[config.mk]
export PLATFORM = sky130hd
export DESIGN_NAME = nibble_word_packer
export DESIGN_NICKNAME = d
export VERILOG_FILES = /design/src/rtl/nibble_packer_pkg.sv /design/src/rtl/nibble_packer_out_slot.sv /design/src/rtl/nibble_word_packer.sv
export SDC_FILE = /design/constraint.sdc
export NUM_CORES = 1
export LEC_CHECK = 0
export BUFFER_PORTS_ARGS = -buffer_cell sky130_fd_sc_hd__buf_2
export CAP_MARGIN = 5
export CORE_MARGIN = 4
export CORE_UTILIZATION = 53
export DETAILED_ROUTE_END_ITERATION = 7
export GPL_TIMING_DRIVEN = 0
export PLACE_DENSITY = 0.77
export SYNTH_ARGS = -nofsm -noshare
export SYNTH_HDL_FRONTEND = slang
export SYNTH_SLANG_ARGS = --single-unit
[constraint.sdc]
create_clock -name clk -period 3.4 [get_ports clk]
set_input_delay 0.34 -clock clk [delete_from_list [all_inputs] [get_ports clk]]
set_output_delay 0.34 -clock clk [all_outputs]
set_load 0.01 [all_outputs]
[src/rtl/nibble_packer_pkg.sv]
// Shared constants, types and helpers for the nibble word packer.
package nibble_packer_pkg;

    localparam int unsigned NIB_W         = 4;
    localparam logic [3:0]  PAD_NIB       = 4'h0;
    localparam logic [3:0]  DEFAULT_HDR   = 4'hA;
    localparam int unsigned DEFAULT_HDR_W = 4;

    typedef logic [NIB_W-1:0] nib_t;

    // Width needed to hold a count from 0 to n inclusive.
    function automatic int unsigned len_w(input int unsigned n);
        return $clog2(n + 1);
    endfunction

endpackage

[src/rtl/nibble_packer_out_slot.sv]
// Single-entry valid/ready holding register for packed words.
// Optional macro NIBBLE_PACKER_PARITY_EN adds a parity bit stored with the word.
module nibble_packer_out_slot
    import nibble_packer_pkg::*;
#(
    parameter int unsigned DATA_W = 20,
    parameter int unsigned LEN_W  = 3
) (
    input  logic              clk_i,
    input  logic              rst_i,
    input  logic              load_i,
    input  logic [DATA_W-1:0] data_i,
    input  logic [LEN_W-1:0]  len_i,
    input  logic              ready_i,
    output logic              valid_o,
    output logic [DATA_W-1:0] data_o,
    output logic [LEN_W-1:0]  len_o,
    output logic              slot_free_o
`ifdef NIBBLE_PACKER_PARITY_EN
    ,
    input  logic              parity_i,
    output logic              parity_o
`endif
);

    logic              valid_q, valid_d;
    logic [DATA_W-1:0] data_q, data_d;
    logic [LEN_W-1:0]  len_q, len_d;
`ifdef NIBBLE_PACKER_PARITY_EN
    logic              parity_q, parity_d;
`endif

    // A retiring word frees the slot in the same cycle, so loads can follow back-to-back.
    assign slot_free_o = !valid_q || ready_i;

    // Next-state: load has priority over retire; data only changes on load.
    always_comb begin
        valid_d  = valid_q;
        data_d   = data_q;
        len_d    = len_q;
`ifdef NIBBLE_PACKER_PARITY_EN
        parity_d = parity_q;
`endif
        if (load_i) begin
            valid_d  = 1'b1;
            data_d   = data_i;
            len_d    = len_i;
`ifdef NIBBLE_PACKER_PARITY_EN
            parity_d = parity_i;
`endif
        end else if (ready_i) begin
            valid_d = 1'b0;
        end
    end

    // Slot state register with synchronous reset.
    always_ff @(posedge clk_i) begin
        if (rst_i) begin
            valid_q  <= 1'b0;
            data_q   <= '0;
            len_q    <= '0;
`ifdef NIBBLE_PACKER_PARITY_EN
            parity_q <= 1'b0;
`endif
        end else begin
            valid_q  <= valid_d;
            data_q   <= data_d;
            len_q    <= len_d;
`ifdef NIBBLE_PACKER_PARITY_EN
            parity_q <= parity_d;
`endif
        end
    end

    assign valid_o = valid_q;
    assign data_o  = data_q;
    assign len_o   = len_q;
`ifdef NIBBLE_PACKER_PARITY_EN
    assign parity_o = parity_q;
`endif

endmodule

[src/rtl/nibble_word_packer.sv]
// Packs successive 4-bit nibbles into {HDR, nibble[N-1..0]} words, first nibble in the LSBs.
// Flush emits a zero-padded partial word. Optional macro NIBBLE_PACKER_PARITY_EN adds
// out_parity (XOR over the payload nibbles).
module nibble_word_packer
    import nibble_packer_pkg::*;
#(
    parameter int unsigned      NIBBLES = 4,
    parameter int unsigned      HDR_W   = DEFAULT_HDR_W,
    parameter logic [HDR_W-1:0] HDR     = HDR_W'(DEFAULT_HDR)
) (
    input  logic                          clk,
    input  logic                          rst,
    input  logic [3:0]                    in_data,
    input  logic                          in_valid,
    output logic                          in_ready,
    input  logic                          flush,
    output logic [HDR_W+4*NIBBLES-1:0]    out_data,
    output logic [len_w(NIBBLES)-1:0]     out_len,
    output logic                          out_valid,
    input  logic                          out_ready
`ifdef NIBBLE_PACKER_PARITY_EN
    ,
    output logic                          out_parity
`endif
);

    localparam int unsigned ASM_W  = NIB_W * NIBBLES;
    localparam int unsigned IDX_W  = $clog2(NIBBLES);
    localparam int unsigned LEN_W  = len_w(NIBBLES);
    localparam int unsigned WORD_W = HDR_W + ASM_W;

    logic [IDX_W-1:0] idx_q, idx_d;
    logic [ASM_W-1:0] asm_q, asm_d, asm_next;
    logic [LEN_W-1:0] fill_cnt;
    nib_t             in_nib;
    logic             slot_free, last_nib, accept, complete, flush_fire, load;

    assign in_nib   = in_data;
    assign last_nib = (idx_q == IDX_W'(NIBBLES - 1));
    // Only the completing nibble needs a free slot; earlier ones go into the assembly.
    assign in_ready = !rst && (!last_nib || slot_free);
    assign accept   = in_valid && in_ready;

    // Assembly including any nibble accepted this cycle, and its fill count.
    always_comb begin
        asm_next = asm_q;
        if (accept) begin
            asm_next[idx_q*NIB_W +: NIB_W] = in_nib;
        end
        fill_cnt = LEN_W'(idx_q) + LEN_W'(accept);
    end

    assign complete   = accept && last_nib;
    assign flush_fire = flush && (fill_cnt != '0) && slot_free;
    assign load       = complete || flush_fire;

    // Next-state for fill index and assembly: a load restarts the word.
    always_comb begin
        idx_d = idx_q;
        asm_d = asm_q;
        if (load) begin
            idx_d = '0;
            asm_d = {NIBBLES{PAD_NIB}};
        end else if (accept) begin
            idx_d = idx_q + IDX_W'(1);
            asm_d = asm_next;
        end
    end

    // Fill index and assembly register with synchronous reset.
    always_ff @(posedge clk) begin
        if (rst) begin
            idx_q <= '0;
            asm_q <= '0;
        end else begin
            idx_q <= idx_d;
            asm_q <= asm_d;
        end
    end

    nibble_packer_out_slot #(
        .DATA_W (WORD_W),
        .LEN_W  (LEN_W)
    ) u_out_slot (
        .clk_i       (clk),
        .rst_i       (rst),
        .load_i      (load),
        .data_i      ({HDR, asm_next}),
        .len_i       (fill_cnt),
        .ready_i     (out_ready),
        .valid_o     (out_valid),
        .data_o      (out_data),
        .len_o       (out_len),
        .slot_free_o (slot_free)
`ifdef NIBBLE_PACKER_PARITY_EN
        ,
        .parity_i    (^asm_next),
        .parity_o    (out_parity)
`endif
    );

endmodule

==> flow_summary.json, run 1 <==
{
  "hp-class": "input port to flop",
  "synth_top_family_by_area": "simple AND/OR/NAND/NOR gates",
  "grt_pass1_vias": 1290,
  "ys_seq_area_share_pct": 46.09,
  "viasPerCell": 5.239,
  "row_count": 20,
  "port_buffers": 31,
  "drive_gt1_share_pct": 26.60,
  "vias": 1294,
  "synth_top_cell_area_share_pct": 46.09,
  "setup_viol": 0,
  "core_area_sq_mm": 0.003053,
  "num-fill-cells": 278,
  "critPathKind": "flop to flop",
  "post-cts-setup-buffer-count": 0,
  "relSlewSlack_pct": 63.58,
  "antenna-diode-count": 0,
  "worst_slack_ns": 0.2172,
  "yosysUniqueCellTypes": 30,
  "cts_hold_buf": 0,
  "rsz0062_at_grt": "false",
  "grt.overflow.total": 0,
  "p_leak_nw": 0.8349,
  "cts_buffers": 5,
  "yosysTopAreaCell": "dfxtp_1",
  "drt_wl_total_um": 3462,
  "yosys.area_share.simple_pct": 20.09,
  "cap_violations": 0,
  "tns_ns": 0,
  "cts_tree": "done",
  "synthTopCellsByArea": "dfxtp_1 46%, mux2i_1 10%, o2bb2ai_1 8.3%, and2_1 5.9%, ha_1 5.9%",
  "avgRoutedWirePerCell_um": 14.02,
  "drt_iter0_markers": 76,
  "antenna_found_initial": 0,
  "clock_latency_ns": 0.35,
  "whs_ns": 0.3369,
  "fmax_mhz": 314.2,
  "synth_compound_area_share_pct": 12.63,
  "post-dp-hpwl_um": 2562,
  "dieArea_sq_mm": 0.004165,
  "ir_worst_vdd_uv": 281.8,
  "finalCritPeriodShare_pct": 93.61,
  "fp.dieW_um": 64.54,
  "clk_pin_slew_ns": 0.11,
  "min_period_ns": 3.183,
  "pre_cts_slack_ns": 0.06013,
  "p_per_area_mw_per_mm2": 447.9,
  "synth-xor-area-share_pct": 0.5170,
  "io_pins": 34,
  "first_pass_iters": 4,
  "cts-htree-levels": 2,
  "worstSetupEndpointType": "flop",
  "status": "finished, final reports clean",
  "multi_input_area_sq_um": 854.6,
  "die_y_um": 64.54,
  "finalPower_mw": 0.8995,
  "synth_seq_cells": 39,
  "grt_use_total_pct": 18.15,
  "muxShareOfSynthArea_pct": 10.04,
  "area_growth_pct": 18.54,
  "start_util_pct": 55.49,
  "grt_start_max_net_pins": 13,
  "clock-root-buffer": "clkbuf_4",
  "cts.sinks": 39,
  "regArea_sq_um": 780.7,
  "netlist_area_sq_mm": 0.001694,
  "final_nets": 219,
  "critPathLaunchType": "flop",
  "place_congestion": 0.8141,
  "cp.required_ns": 3.64,
  "synth-adder-area-share_pct": 5.908,
  "arrival_ns": 3.43,
  "cts_max_path_buffers": 2,
  "avgSynthCellArea_sq_um": 10.39,
  "finClkSkew_ns": 0.008433,
  "remaining_drc_errors": 0,
  "grt_pass1_wl_um": 5851,
  "ant_nets": 0,
  "ctsResizeCount": 0,
  "critPathMaxFanout": 10,
  "ys_warn_count": 0,
  "finalMaxSlewViolations": 0,
  "syn_inst": 163,
  "hold_viol": 0,
  "worstMarginPinSlew_ns": 0.5464
}
## logic make-up after synthesis
| family | count (synthesis) |
|---|---|
| buf+inv | 11 |
| compound gates | 26 |
| mux | 17 |
| other cells | 1 |
| fa+ha+maj | 8 |
| flops | 39 |
| simple gates | 60 |
| xor+xnor | 1 |
## layout by cell type (no fill, tap or decap), drive strengths merged
master,instances
dfxtp,39
buf,38
nor2,20
mux2i,17
and2,16
o2bb2ai,16
ha,8
clkbuf,8
nor3,6
nand2,5
nand3,4
nor3b,4
o21ai,3
a21oi,3
inv,2
and3b,2
conb,2
nand2b,1
o311a,1
nor2b,1
or3,1
o311ai,1
a21o,1
a31oi,1
xnor2,1
bufinv,1
clkinv,1
## synth_stat cells
cell type / instances
a21o_1: 1
a21oi_1: 3
a31oi_1: 1
and2_1: 16
and3b_1: 2
buf_2: 1
buf_4: 4
buf_6: 1
buf_8: 1
clkbuf_1: 2
conb_1: 1
dfxtp_1: 39
ha_1: 8
inv_1: 2
mux2i_1: 17
nand2_1: 5
nand2b_1: 1
nand3_1: 4
nor2_1: 20
nor2b_1: 1
nor3_1: 1
nor3_2: 5
nor3b_1: 3
nor3b_2: 1
o21ai_0: 3
o2bb2ai_1: 16
o311a_4: 1
o311ai_1: 1
or3_1: 1
xnor2_1: 1
## state kept, by name, summed over array words and instances, names as in the netlist
| name | flops |
|---|---|
| asm_q | 16 |
| u_out_slot.valid_o | 1 |
| u_out_slot.len_o | 3 |
| u_out_slot.data_o | 17 |
| idx_q | 2 |
## area by class of cell
class	count	area share, %
Buffer	9	3.427
Sequential cell	39	38.88
Timing Repair Buffer	31	7.726
Clock buffer	6	2.555
Tap cell	44	2.741
Clock inverter	2	1.745
Multi-Input combinational cell	114	42.55
Inverter	2	0.3738
## worst max-delay path: stages (launching register included)
cell,delay [ns]
dfxtp_1,0.55
ha_1,0.25
and3b_1,0.16
clkbuf_1,0.34
nor3b_2,0.13
ha_1,0.21
ha_1,0.32
o311ai_2,0.39
a21o_1,0.33
buf_2,0.29
o2bb2ai_1,0.09
## per-layer routing
layer | GRT usage, % | vias to the layer above | routed length [um]
met4 | 6.596 | 0 | 57
met5 | 0 | - | 0
met1 | 20.56 | 618 | 1499
li1 | - | 645 | -
met2 | 31.57 | 25 | 1721
met3 | 6.066 | 6 | 184
## where the power goes
| part | switching [mW] | internal (mW) |
|---|---|---|
| clock network | 0.148 | 0.174 |
| registers | 0.00693 | 0.465 |
| logic | 0.0602 | 0.0461 |
## final timing paths
kind,slack [ns],cells past startpoint,from,endpoint
min,0.34,3,in_valid,u_out_slot.valid_o$_SDFFE_PP0P_
max reg2reg,0.22,10,idx_q[0]$_SDFFE_PP0N_,u_out_slot.data_o[8]$_SDFFE_PP0P_
min reg2reg,0.47,2,u_out_slot.len_o[1]$_SDFFE_PP0P_,u_out_slot.len_o[1]$_SDFFE_PP0P_
max,0.22,10,idx_q[0]$_SDFFE_PP0N_,u_out_slot.data_o[8]$_SDFFE_PP0P_
## metrics by stage
step / instances / util (%) / instance area (sq um)
detailed placement: 239 / 62.50 / 1908
finish: 247 / 65.78 / 2008
CTS: 247 / 65.33 / 1994
floorplan: 164 / - / 1698
global route: 247 / 65.78 / 2008
global placement: 239 / 62.50 / 1908
Power figures use the tool's default switching activity.
==> run 2: changes to the inputs <==
--- a/config.mk
+++ b/config.mk
@@ -7,10 +7,8 @@
 export LEC_CHECK = 0
 export BUFFER_PORTS_ARGS = -buffer_cell sky130_fd_sc_hd__buf_2
 export CAP_MARGIN = 5
-export CORE_MARGIN = 4
 export CORE_UTILIZATION = 53
 export DETAILED_ROUTE_END_ITERATION = 7
-export GPL_TIMING_DRIVEN = 0
 export PLACE_DENSITY = 0.77
 export SYNTH_ARGS = -nofsm -noshare
 export SYNTH_HDL_FRONTEND = slang
==> run 2 against run 1 <==
Power down 1.6%. Utilization fell by 2.2 points. Critical endpoint is now asm_q[14]$_SDFFE_PP0N_. Largest cell class unchanged. Sequential cell count did not move. Largest power group unchanged. Maximum frequency increased by 6.1%. Worst setup slack improved by 0.18 ns.
==> flow_summary.json, run 2 (synthesized netlist as in run 1, its figures left out) <==
{
  "min_period_ns": 3.000,
  "area_growth_pct": 14.55,
  "layout_commonest_cell": "dfxtp_1",
  "critPathMaxFanout": 18,
  "antenna-diode-count": 0,
  "place_congestion": 0.8016,
  "fp.dieW_um": 58.54,
  "clock_latency_ns": 0.34,
  "dieArea_sq_mm": 0.003426,
  "finalMaxSlewViolations": 0,
  "clock-root-buffer": "clkbuf_4",
  "swShare_pct": 23.57,
  "grt_use_total_pct": 20.99,
  "post-dp-hpwl_um": 2239,
  "finalCritPeriodShare_pct": 88.25,
  "layout.cells.non_filler": 240,
  "cp.required_ns": 3.67,
  "setup_viol": 0,
  "port_buffers": 31,
  "cts-htree-levels": 2,
  "ant_nets": 0,
  "seqPwrFrac_pct": 53.3,
  "p_per_area_mw_per_mm2": 455.9,
  "p_switching_mw": 0.2085,
  "finClkSkew_ns": 0.01178,
  "p_leak_nw": 0.8017,
  "vias": 1253,
  "cts_tree": "done",
  "p_int_mw": 0.6762,
  "grt_pass1_wl_um": 5299,
  "cts.sinks": 39,
  "row_count": 20,
  "clk_pin_slew_ns": 0.12,
  "drt_wl_total_um": 3067,
  "post-cts-setup-buffer-count": 0,
  "power_frac_comb_pct": 10.6,
  "grt_pass1_vias": 1192,
  "tns_ns": 0,
  "largest_reg_flops": 17,
  "io_pins": 34,
  "final_util_pct": 63.57,
  "pwr-share-clk_pct": 36.1,
  "drive_gt1_share_pct": 24.49,
  "grt_start_max_net_pins": 19,
  "final_cell_mix": "39 x dfxtp_1, 31 x buf_2, 20 x nor2_1, 17 x mux2i_1",
  "critPathLaunchType": "flop",
  "viasPerCell": 5.221,
  "placed_cells": 232,
  "final_nets": 212,
  "cap_violations": 0,
  "rsz0062_at_grt": "false",
  "relSlewSlack_pct": 61.60,
  "first_pass_iters": 5,
  "start_util_pct": 55.49,
  "avgRoutedWirePerCell_um": 12.78,
  "worstSetupEndpointType": "flop",
  "arrival_ns": 3.27,
  "core_area_sq_mm": 0.003053,
  "hold_viol": 0,
  "worstMarginPinSlew_ns": 0.5760,
  "fmax_mhz": 333.3,
  "hp-class": "input port to flop",
  "ctsResizeCount": 0,
  "antenna_found_initial": 0,
  "drt_iter0_markers": 45,
  "critPathKind": "flop to flop",
  "status": "finished, final reports clean",
  "ir_worst_vdd_uv": 324.1,
  "grt.overflow.total": 0,
  "die_y_um": 58.54,
  "cts_buffers": 5,
  "remaining_drc_errors": 0,
  "cts_max_path_buffers": 2,
  "cts_hold_buf": 0
}
[run 2: per-layer routing]
metal  track usage [%]  wire length (um)  part of all wire (%)  vias up
met5                 0                 0                     0        -
met2             35.30              1473                    48       25
met4             8.163                46                   1.5        0
met3             6.593               116                   3.8        7
met1             25.07              1430                    47      589
li1                  -                 -                     -      632
[run 2: stage by stage]
| step | worst slack, ns | power [mW] | hold WS, ns | instance area (sq um) |
|---|---|---|---|---|
| CTS | 0.3877 | 0.8938 | 0.3267 | 1941 |
| global route | 0.2233 | 0.9214 | 0.3541 | 1941 |
| finish | 0.3996 | 0.8848 | 0.3413 | 1941 |
| detailed placement | 0.4363 | 0.5764 | 0.4412 | 1854 |
| global placement | 0.5700 | 0.5726 | 0.4400 | 1854 |
| floorplan | 0.6142 | 0.5545 | 0.4558 | 1698 |
[run 2: area by class of cell]
| class | instances | area [sq um] |
|---|---|---|
| clock buffers | 6 | 51.30 |
| clock inverters | 2 | 35.03 |
| fillers | 272 | 1112 |
| inverters | 2 | 7.507 |
| multi-input cells | 114 | 840.8 |
| flip-flops and latches | 39 | 780.7 |
| well taps | 44 | 55.05 |
| repair buffers | 33 | 170.2 |
[run 2: power groups by stage]
stage / clock network [mW] / logic, mW / registers [mW]
6_report: 0.319 / 0.0939 / 0.472
2_1_floorplan: 0 / 0.0714 / 0.483
4_1_cts: 0.327 / 0.0947 / 0.472
3_3_place_gp: 0 / 0.0912 / 0.481
3_5_place_dp: 0 / 0.0942 / 0.482
5_1_grt: 0.343 / 0.105 / 0.473
[run 2: final timing paths]
path	start	endpoint	slack, ns	depth (start not counted)
min	in_valid	u_out_slot.valid_o$_SDFFE_PP0P_	0.34	3
max reg2reg	idx_q[0]$_SDFFE_PP0N_	asm_q[14]$_SDFFE_PP0N_	0.40	8
min reg2reg	u_out_slot.data_o[11]$_SDFFE_PP0P_	u_out_slot.data_o[11]$_SDFFE_PP0P_	0.47	1
max	idx_q[0]$_SDFFE_PP0N_	asm_q[14]$_SDFFE_PP0N_	0.40	8
[run 2: critical path, cell delays in order, from the launching register on]
cell     delay [ns]
dfxtp_1        0.55
ha_1           0.25
and3b_1        0.35
nor3b_2        0.12
ha_1           0.20
ha_1           0.31
o311a_4        0.34
or3_1          0.62
nor2_1         0.18
